**config.mk**
```make
export PLATFORM = sky130hd
export DESIGN_NAME = tone_sequencer_flat
export DESIGN_NICKNAME = d
export VERILOG_FILES = /design/src/rtl/tone_seq_pkg.sv /design/src/rtl/tone_sequencer_if.sv /design/src/rtl/tone_table.sv /design/src/rtl/tone_sequencer.sv /design/src/flat_wrapper.sv
export SDC_FILE = /design/constraint.sdc
export NUM_CORES = 1
export LEC_CHECK = 0
export CAP_MARGIN = 20
export CORE_AREA = 2 2 242 244
export CTS_CLUSTER_DIAMETER = 150
export CTS_CLUSTER_SIZE = 16
export DETAILED_ROUTE_END_ITERATION = 10
export DIE_AREA = 0 0 244 246
export PLACE_DENSITY = 0.71
export SLEW_MARGIN = 20
export SYNTH_ARGS = -nofsm -noshare
export SYNTH_HDL_FRONTEND = slang
export SYNTH_SLANG_ARGS = --single-unit
```
**constraint.sdc**
```tcl
create_clock -name clk -period 5.71 [get_ports clk]
set_input_delay 0.8565 -clock clk [delete_from_list [all_inputs] [get_ports clk]]
set_output_delay 0.8565 -clock clk [all_outputs]
set_load 0.02 [all_outputs]
```
**src/rtl/tone_seq_pkg.sv**
```systemverilog
// Shared types and default widths for the tone sequencer and its oscillator.
package tone_seq_pkg;
  localparam int unsigned STEP_W = 16;
  localparam int unsigned DUR_W  = 16;

  typedef enum logic {IDLE, PLAY} state_t;

  typedef struct packed {
    logic [STEP_W-1:0] step;
    logic [DUR_W-1:0]  dur;
  } entry_t;
endpackage

```
**src/rtl/tone_sequencer_if.sv**
```systemverilog
// Control/status bundle between the sequencer and the logic that programs it.
interface tone_sequencer_if #(
  parameter int unsigned DEPTH  = 16,
  parameter int unsigned STEP_W = tone_seq_pkg::STEP_W,
  parameter int unsigned DUR_W  = tone_seq_pkg::DUR_W
);
  localparam int unsigned ADDR_W = $clog2(DEPTH);

  logic              wr_en;
  logic [ADDR_W-1:0] wr_addr;
  logic [STEP_W-1:0] wr_step;
  logic [DUR_W-1:0]  wr_dur;
  logic [ADDR_W-1:0] cfg_last;
  logic              loop_en;
  logic              start;
  logic              stop;
  logic [STEP_W-1:0] step_out;
  logic              osc_reset;
  logic              busy;
  logic              done;
  logic [ADDR_W-1:0] cur_idx;

  modport master (
    output wr_en, wr_addr, wr_step, wr_dur, cfg_last, loop_en, start, stop,
    input  step_out, osc_reset, busy, done, cur_idx
  );

  modport slave (
    input  wr_en, wr_addr, wr_step, wr_dur, cfg_last, loop_en, start, stop,
    output step_out, osc_reset, busy, done, cur_idx
  );
endinterface

```
**src/rtl/tone_table.sv**
```systemverilog
// DEPTH-entry (step, duration) register array: synchronous write and clear, combinational read.
module tone_table #(
  parameter int unsigned DEPTH  = 16,
  parameter int unsigned ADDR_W = $clog2(DEPTH),
  parameter int unsigned STEP_W = tone_seq_pkg::STEP_W,
  parameter int unsigned DUR_W  = tone_seq_pkg::DUR_W
) (
  input  logic              clk,
  input  logic              reset,
  input  logic              i_wr_en,
  input  logic [ADDR_W-1:0] i_wr_addr,
  input  logic [STEP_W-1:0] i_wr_step,
  input  logic [DUR_W-1:0]  i_wr_dur,
  input  logic [ADDR_W-1:0] i_rd_addr,
  output logic [STEP_W-1:0] o_rd_step,
  output logic [DUR_W-1:0]  o_rd_dur
);
  logic [STEP_W-1:0] r_step [DEPTH];
  logic [DUR_W-1:0]  r_dur  [DEPTH];

  always_ff @(posedge clk) begin
    if (reset) begin
      for (int unsigned i = 0; i < DEPTH; i++) begin
        r_step[i] <= '0;
        r_dur[i]  <= '0;
      end
    end else if (i_wr_en && (32'(i_wr_addr) < DEPTH)) begin
      r_step[i_wr_addr] <= i_wr_step;
      r_dur[i_wr_addr]  <= i_wr_dur;
    end
  end

  assign o_rd_step = r_step[i_rd_addr];
  assign o_rd_dur  = r_dur[i_rd_addr];
endmodule

```
**src/rtl/tone_sequencer.sv**
```systemverilog
// Steps a triangle oscillator through a programmed list of (step, duration) tones.
module tone_sequencer #(
  parameter int unsigned DEPTH  = 16,
  parameter int unsigned STEP_W = tone_seq_pkg::STEP_W,
  parameter int unsigned DUR_W  = tone_seq_pkg::DUR_W
) (
  input logic             clk,
  input logic             reset,
  tone_sequencer_if.slave bus
);
  import tone_seq_pkg::*;

  localparam int unsigned ADDR_W = $clog2(DEPTH);

  state_t            r_state;
  logic [ADDR_W-1:0] r_idx;
  logic [ADDR_W-1:0] r_last;
  logic [DUR_W-1:0]  r_cnt;
  logic [STEP_W-1:0] r_step;
  logic              r_osc;
  logic              r_busy;
  logic              r_done;

  logic [ADDR_W-1:0] w_cfg_last;
  logic              w_at_last;
  logic [ADDR_W-1:0] w_rd_addr;
  logic [STEP_W-1:0] w_rd_step;
  logic [DUR_W-1:0]  w_rd_dur;

  assign w_cfg_last = (32'(bus.cfg_last) >= DEPTH) ? ADDR_W'(DEPTH - 1) : bus.cfg_last;
  assign w_at_last  = (r_idx == r_last);
  // Single read port: the next entry while mid-list, otherwise entry 0 (start or wrap).
  assign w_rd_addr  = (r_state == PLAY && !w_at_last) ? r_idx + ADDR_W'(1) : '0;

  tone_table #(
    .DEPTH  (DEPTH),
    .ADDR_W (ADDR_W),
    .STEP_W (STEP_W),
    .DUR_W  (DUR_W)
  ) u_table (
    .clk       (clk),
    .reset     (reset),
    .i_wr_en   (bus.wr_en),
    .i_wr_addr (bus.wr_addr),
    .i_wr_step (bus.wr_step),
    .i_wr_dur  (bus.wr_dur),
    .i_rd_addr (w_rd_addr),
    .o_rd_step (w_rd_step),
    .o_rd_dur  (w_rd_dur)
  );

  // A loaded count of 0 wraps through all ones, giving 2^DUR_W cycles.
  always_ff @(posedge clk) begin
    if (reset) begin
      r_state <= IDLE;
      r_idx   <= '0;
      r_last  <= '0;
      r_cnt   <= '0;
      r_step  <= '0;
      r_osc   <= 1'b0;
      r_busy  <= 1'b0;
      r_done  <= 1'b0;
    end else begin
      r_osc  <= 1'b0;
      r_done <= 1'b0;
      case (r_state)
        IDLE: begin
          if (bus.start && !bus.stop) begin
            r_state <= PLAY;
            r_idx   <= '0;
            r_last  <= w_cfg_last;
            r_step  <= w_rd_step;
            r_cnt   <= w_rd_dur;
            r_osc   <= 1'b1;
            r_busy  <= 1'b1;
          end
        end
        PLAY: begin
          if (bus.stop) begin
            r_state <= IDLE;
            r_step  <= '0;
            r_busy  <= 1'b0;
          end else if (r_cnt == DUR_W'(1)) begin
            if (!w_at_last || bus.loop_en) begin
              r_idx  <= w_rd_addr;
              r_step <= w_rd_step;
              r_cnt  <= w_rd_dur;
            end else begin
              r_state <= IDLE;
              r_step  <= '0;
              r_busy  <= 1'b0;
              r_done  <= 1'b1;
            end
          end else begin
            r_cnt <= r_cnt - DUR_W'(1);
          end
        end
        default: r_state <= IDLE;
      endcase
    end
  end

  assign bus.step_out  = r_step;
  assign bus.osc_reset = r_osc;
  assign bus.busy      = r_busy;
  assign bus.done      = r_done;
  assign bus.cur_idx   = r_idx;
endmodule

```
**src/flat_wrapper.sv**
```systemverilog
// flat-port wrapper written by rule: the top's interface ports become plain ports
module tone_sequencer_flat import tone_seq_pkg::*;
#(
  parameter int unsigned DEPTH  = 16,
  parameter int unsigned STEP_W = tone_seq_pkg::STEP_W,
  parameter int unsigned DUR_W  = tone_seq_pkg::DUR_W
)
  (clk, reset, bus_wr_en, bus_wr_addr, bus_wr_step, bus_wr_dur, bus_cfg_last, bus_loop_en, bus_start, bus_stop, bus_step_out, bus_osc_reset, bus_busy, bus_done, bus_cur_idx);
  tone_sequencer_if #(.DEPTH(DEPTH), .STEP_W(STEP_W), .DUR_W(DUR_W)) bus_i ();
  input logic clk;
  input logic reset;
  input wire logic [$bits(bus_i.wr_en)-1:0] bus_wr_en;
  input wire logic [$bits(bus_i.wr_addr)-1:0] bus_wr_addr;
  input wire logic [$bits(bus_i.wr_step)-1:0] bus_wr_step;
  input wire logic [$bits(bus_i.wr_dur)-1:0] bus_wr_dur;
  input wire logic [$bits(bus_i.cfg_last)-1:0] bus_cfg_last;
  input wire logic [$bits(bus_i.loop_en)-1:0] bus_loop_en;
  input wire logic [$bits(bus_i.start)-1:0] bus_start;
  input wire logic [$bits(bus_i.stop)-1:0] bus_stop;
  output wire logic [$bits(bus_i.step_out)-1:0] bus_step_out;
  output wire logic [$bits(bus_i.osc_reset)-1:0] bus_osc_reset;
  output wire logic [$bits(bus_i.busy)-1:0] bus_busy;
  output wire logic [$bits(bus_i.done)-1:0] bus_done;
  output wire logic [$bits(bus_i.cur_idx)-1:0] bus_cur_idx;
  assign bus_i.wr_en = bus_wr_en;
  assign bus_i.wr_addr = bus_wr_addr;
  assign bus_i.wr_step = bus_wr_step;
  assign bus_i.wr_dur = bus_wr_dur;
  assign bus_i.cfg_last = bus_cfg_last;
  assign bus_i.loop_en = bus_loop_en;
  assign bus_i.start = bus_start;
  assign bus_i.stop = bus_stop;
  assign bus_step_out = bus_i.step_out;
  assign bus_osc_reset = bus_i.osc_reset;
  assign bus_busy = bus_i.busy;
  assign bus_done = bus_i.done;
  assign bus_cur_idx = bus_i.cur_idx;
  tone_sequencer #(.DEPTH(DEPTH), .STEP_W(STEP_W), .DUR_W(DUR_W)) u_core (.clk(clk), .reset(reset), .bus(bus_i));
endmodule
```
=== Word level (Yosys, flattened, before mapping) ===
Memories as Yosys holds them, arrays and structs flattened.
Cells that the tools add are included.

* Word-level logic and storage cells: 75
* Flip-flop bits (word level): 44
* Memories kept: 2
* Memory bits (writable): 512
* Bits of input ports: 46
* Output and inout port bits: 23

* Add/subtract/negate cells: 2
* Bitwise gates (word level): 2
* Equality and inequality tests: 9
* Reduce and logical (&&, ||, !) cells: 14
* Muxes and demuxes: 38

{| class="wikitable"
|+ Memories
! memory !! depth !! bits a word !! read ports !! clocked after Yosys merged registers in !! wr ports !! RTL line !! RTL
|-
| u_core.u_table.r_dur || 16 || 16 || 1 || 0 || 16 || tone_table.sv:19 || <nowiki>logic [DUR_W-1:0] r_dur [DEPTH];</nowiki>
|-
| u_core.u_table.r_step || 16 || 16 || 1 || 0 || 16 || tone_table.sv:18 || <nowiki>logic [STEP_W-1:0] r_step [DEPTH];</nowiki>
|}

{| class="wikitable"
|+ Operators by type and width
! cell !! count
|-
| $mux W16 || 10
|-
| $pmux W16 S2 || 2
|-
| $reduce_or A16 Y1 || 2
|-
| $mux W4 || 7
|-
| $eq A16 B1 Y1 const B || 1
|-
| $mux W1 || 16
|-
| $sub A16 B1 Y16 const B || 1
|-
| $ne A3 B3 Y1 const B || 3
|-
| $pmux W4 S2 || 1
|-
| $ne A2 B2 Y1 const B || 3
|-
| $reduce_and A3 Y1 || 2
|-
| $add A4 B1 Y4 const B || 1
|-
| $eq A4 B4 Y1 || 1
|-
| $pmux W1 S2 || 2
|-
| $reduce_and A2 Y1 || 2
|-
| $reduce_and A4 Y1 || 1
|-
| $reduce_or A4 Y1 || 1
|-
| $logic_and A1 B1 Y1 || 2
|-
| $logic_not A1 Y1 || 2
|-
| $ne A2 B1 Y1 const B || 1
|-
| $not A1 Y1 || 2
|-
| $reduce_or A2 Y1 || 1
|-
| $logic_or A1 B1 Y1 || 1
|}

=== Depth between registers and ports, before layout ===
An unclocked memory read counts as a cell.

* Depth after elaboration: 9
* Depth in mapped cells: 11
* Gate-level depth less buffers: 9

=== Cells and area by module ===
Synthesis repeated with hierarchy kept, for this count alone.

* Cells, all modules: 1702
* Area, all modules: 25401.9 sq um

{| class="wikitable"
|+ Modules (own cells, without submodules)
! module !! area each (sq um) !! times used !! sequential area each (sq um) !! cells an instance
|-
| tone_table || 22909.5 || 1 || 15374.7 || 1416
|-
| tone_sequencer || 2492.4 || 1 || 880.8 || 286
|}

=== Worst setup path before layout ===
No wires, ideal clock.

* Path type: input-to-reg
* From: input port reset
* To: memory u_core.u_table.r_dur[12][0] (enable)
* Required time: 5.244 ns
* Library setup time: 0.466 ns
* Buffers on the path: 1
* Stages on the path: 5
* Path slack: 1.521 ns
* Data arrival time: 3.723 ns
* Cell sequence: inv_1 -> nand2_1 -> or3_1 -> clkbuf_1 -> o21ai_0

{| class="wikitable"
|+ RTL lines
! element !! RTL line !! RTL
|-
| start: declaration || flat_wrapper.sv:11 || <nowiki>input logic reset;</nowiki>
|-
| end: declaration || tone_table.sv:19 ||
|}

=== Worst setup path after layout ===
* From: register u_core.r_idx[0] (netlist: u_core.bus.cur_idx[0])
* To: register u_core.r_step[14] (netlist: u_core.bus.step_out[14])

* Longest elaborated chain between the ends: 9
* Elaborated cells on any way between the ends: 12
* Classes of those cells: add/sub (1); eq/ne (1); mux (6); reduce/logical (3); memory (1)

{| class="wikitable"
|+ RTL lines
! element !! RTL line !! RTL
|-
| start: declaration || tone_sequencer.sv:16 || <nowiki>logic [ADDR_W-1:0] r_idx;</nowiki>
|-
| start signal: assignment || tone_sequencer.sv:85 || <nowiki>r_idx <= w_rd_addr;</nowiki>
|-
| parallel branches: the longest is 8 deep, another holds $mem_v2 Z16 W16 || -- ||
|-
| $pmux W16 S2 * || tone_sequencer.sv:66 || <nowiki>case (r_state)</nowiki>
|-
| end signal: assignment || tone_sequencer.sv:72 || <nowiki>r_step <= w_rd_step;</nowiki>
|-
| end signal: assignment || tone_sequencer.sv:86 || <nowiki>r_step <= w_rd_step;</nowiki>
|-
| end: declaration || tone_sequencer.sv:19 || <nowiki>logic [STEP_W-1:0] r_step;</nowiki>
|}

Every way passes the cells marked *. The select of a mux whose other input is x is not followed.
A chain may end at the register's enable or synchronous reset.

==> run summary <==
For the worst setup path, the data arrival time is 4.11 ns. In the final layout, the multi-input gates occupy 0.008852 mm2. Once layout is complete, the utilization of the core stands at 49.79%. The worst setup path is launched from a register.

No sink is reached through more buffers than the 3 on the longest clock path. For this run, design rule violations remaining after detail routing come to 0. Routability-driven placement finished with a final weighted congestion of 0.8896. The final-report hold violation count is 0. Setup repair after global routing left no endpoint under its margin. Measured against its own limit, the worst slew margin works out to 27.17%. Data on the critical path is required at its endpoint by 6.13 ns.

Entering global routing, the biggest net connects 171 pins. Highest achievable clock rate: 271.1 MHz. The total number of clock tree sinks was 556.

The clock-pin slew of the registers on the worst-case setup and hold paths works out to 0.07 ns. Yosys attributes the largest share of cell area to edfxtp_1, and2_1, dfxtp_1. The cell leakage power is 9.758 nW. Via count of the first global-routing pass: 17,690. The combinational family with the most area after synthesis is simple AND/OR/NAND/NOR gates. The tools report the overall fraction of global-route tracks in use as 23.85%.

Via count: 17,550. The run gives 0 as the count of instances resized after the clock tree is built. The netlist area before placement is 0.02563 mm2. The tools report the count of TritonRoute iterations in the first routing pass as 5.

For the initial antenna violation count, the log shows 1. By count the netlist is led by and2_1, edfxtp_1, nand2_1. In this run the worst path has a maximum fanout of 62. The routed design has 71,830 um of wire.

The die covers 0.06002 mm2. The run finished with clean final reports. The tools report the final global-route overflow total as 0. The basic-gate share of the synthesized area counting and, or, nand and nor cells works out to 21.12%. The share of the Yosys chip area taken by registers is 63.43%. The count of warnings emitted by yosys came out at 0. Of all cell types, the one taking the most synthesized area is edfxtp_1. The design draws 8.114 mW. For the max-cap violation count, the log shows 0. In this run the core area contains 88 standard-cell rows. The first global-routing pass estimated 107,800 um of wire. Class of the worst hold path: register to register. Summing the areas of all xor and xnor instances in the mapped netlist gives 0.3760% of the synthesized area. The largest vdd supply drop is 0.1977 mV. Measured along the y axis, the die boundary spans 246 um. Counting flops and latches in the post-synthesis netlist gives 556. Of the available clock period, the critical path in the final layout requires 64.60%. The half-perimeter wire length after detailed placement was 44,000 um. TritonCTS built the clock tree. Port buffering added 68 buffers. The classification of the worst setup path is register to register.

The run gives 0.01626 mm2 as the register area. For this design, the CTS-stage hold fixing added 0 buffers. Using the TritonRoute via totals, the vias-per-cell ratio works out to 6.011.

The count of distinct cell types in the synthesized netlist was 65. The main flop type after synthesis is edfxtp_1. Fraction of final layout cells with drive strength greater than 1: 7.425%. Yosys instantiated no cell more often than and2_1. The number of instances in the synthesized netlist is 2,159, and the share of the synthesized area in compound gates (AO/OA/AOI/OAI) is 9.584%. The slew at the pin closest to its max-slew limit was 1.092 ns.

Setup violations remaining at the end of the flow were counted as 0. Count of flip-flops with a built-in enable after synthesis: 512. The number of clock buffers added by TritonCTS is 40. Across the routed clock network, the largest skew measured is 0.01715 ns. In this run the biggest area consumer among cell types represents 60.00% of the synthesized area. The H-tree generated during clock tree synthesis spans 2 levels.

For the clock insertion delay at the later pin of the skew report, the log shows 0.58 ns. The number of primary I/O pins was 69; the count of inserted antenna diode cells was 0. After detailed routing, the average wire length per cell comes to 24.60 um.

The multiplexer fraction of the synthesized cell area is 2.300%, and the effective utilization at floorplan is 44.67%. Post-CTS timing repair inserted 0 buffers for setup. Compared with the post-synthesis result, the final layout area differs by 11.46%. Final critical delay including setup and external delays: 3.689 ns. For the DRC violation total after the first TritonRoute iteration, the log shows 2,006. The tools report the post-detailed-route count of antenna-violating nets as 0. The final count of pins violating max slew is 0, and the width of the chip is 244 um. The accumulated negative setup slack was 0 ns.

The net count of the finished layout is 2,179. The core region is 0.05737 mm2. The adder and majority cell fraction of the synthesized area is 0.1465%. The sort of element at the end of the critical path is a register. The power density normalized to cell area was 284.1 mW/mm2; the synthesized net count was 2,208.

The count of fill cells added during filler insertion is 4,870, and the async set or reset register ratio after synthesis is 0%. In this run the mean area of a mapped cell was 11.87 um2. The tools report the clock root buffer as clkbuf_16.
-- area by class of cell --
cell class | instances | area share, %
Tap cell | 765 | 3.351
Timing Repair Buffer | 122 | 4.538
Clock buffer | 64 | 3.894
Multi-Input combinational cell | 1400 | 30.99
Sequential cell | 556 | 56.92
Clock inverter | 3 | 0.1665
Inverter | 10 | 0.1358
-- critical path, stage by stage (launching register included) --
cell,delay (ns)
dfxtp_4,0.67
buf_4,0.65
clkinv_2,0.69
buf_12,0.42
a221oi_1,0.35
nor3_1,0.11
a31oi_1,0.34
o221ai_1,0.21
-- layer usage --
metal,part of all wire (%),up-vias,track usage [%]
met3,8.2,155,3.529
met1,40,8765,31.25
li1,-,7778,-
met4,4.0,0,10.26
met5,0,-,0
met2,48,854,39.65
-- final timing paths --
path,start,end,slack (ns),cells after the start
max,u_core.bus.cur_idx[0],u_core.bus.step_out[14],2.02,7
min,u_core.bus.step_out[8],u_core.bus.step_out[8],0.48,2
max reg2reg,u_core.bus.cur_idx[0],u_core.bus.step_out[14],2.02,7
min reg2reg,u_core.bus.step_out[8],u_core.bus.step_out[8],0.48,2
-- cell usage in the layout (no fill, tap or decap), types with 6 or more instances in the layout --
| cell | instances |
|---|---|
| a211oi_1 | 32 |
| inv_1 | 9 |
| mux2_2 | 9 |
| nor2_1 | 32 |
| a311oi_1 | 12 |
| o211ai_1 | 23 |
| xor2_1 | 6 |
| or3_1 | 20 |
| buf_4 | 41 |
| o221ai_1 | 22 |
| a221o_1 | 17 |
| nand3_1 | 80 |
| nor2b_1 | 11 |
| edfxtp_1 | 512 |
| o21ai_4 | 12 |
| a31oi_1 | 51 |
| nand2_1 | 229 |
| dfxtp_1 | 43 |
| a221oi_1 | 48 |
| buf_16 | 7 |
| clkbuf_1 | 23 |
| and3_1 | 12 |
| nor2_4 | 6 |
| o21ai_0 | 40 |
| clkdlybuf4s50_1 | 68 |
| mux2i_1 | 42 |
| nor4_1 | 7 |
| nor2_2 | 9 |
| nor3_1 | 29 |
| and2_1 | 515 |
| a21oi_1 | 49 |
| clkbuf_16 | 41 |
| nand4_1 | 6 |
-- power by group --
part / leakage (nW) / switching [mW] / total (mW) / internal (mW)
Sequential: 5.24 / 0.0847 / 4.75 / 4.67
Clock: 0.556 / 1.37 / 2.75 / 1.39
Combinational: 3.96 / 0.414 / 0.608 / 0.194
-- metrics by stage --
stage	cells	hold WS, ns	area (um2)	setup slack [ns]
4_1_cts	2920	0.4798	28560	2.099
6_report	2920	0.4795	28560	2.021
5_1_grt	2920	0.4976	28560	1.911
2_1_floorplan	2159	0.4595	25630	1.521
3_3_place_gp	2845	0.4719	27160	1.728
3_5_place_dp	2853	0.4640	27400	1.665
-- flip-flops by register name (all words and copies together) (netlist names) --
register,count
u_core.r_last,4
u_core.bus.osc_reset,1
u_core.u_table.r_dur,256
u_core.r_cnt,16
u_core.bus.done,1
u_core.r_state,1
u_core.bus.cur_idx,4
u_core.bus.busy,1
u_core.u_table.r_step,256
u_core.bus.step_out,16
-- kinds of logic after synthesis --
group | count (synthesis)
XOR/XNOR | 11
multiplexers | 54
AO/OA/AOI/OAI | 343
adder cells (fa/ha/maj) | 3
buffers and inverters | 203
flip-flops | 556
AND/OR/NAND/NOR | 989
(Power assumes the default switching activity.)
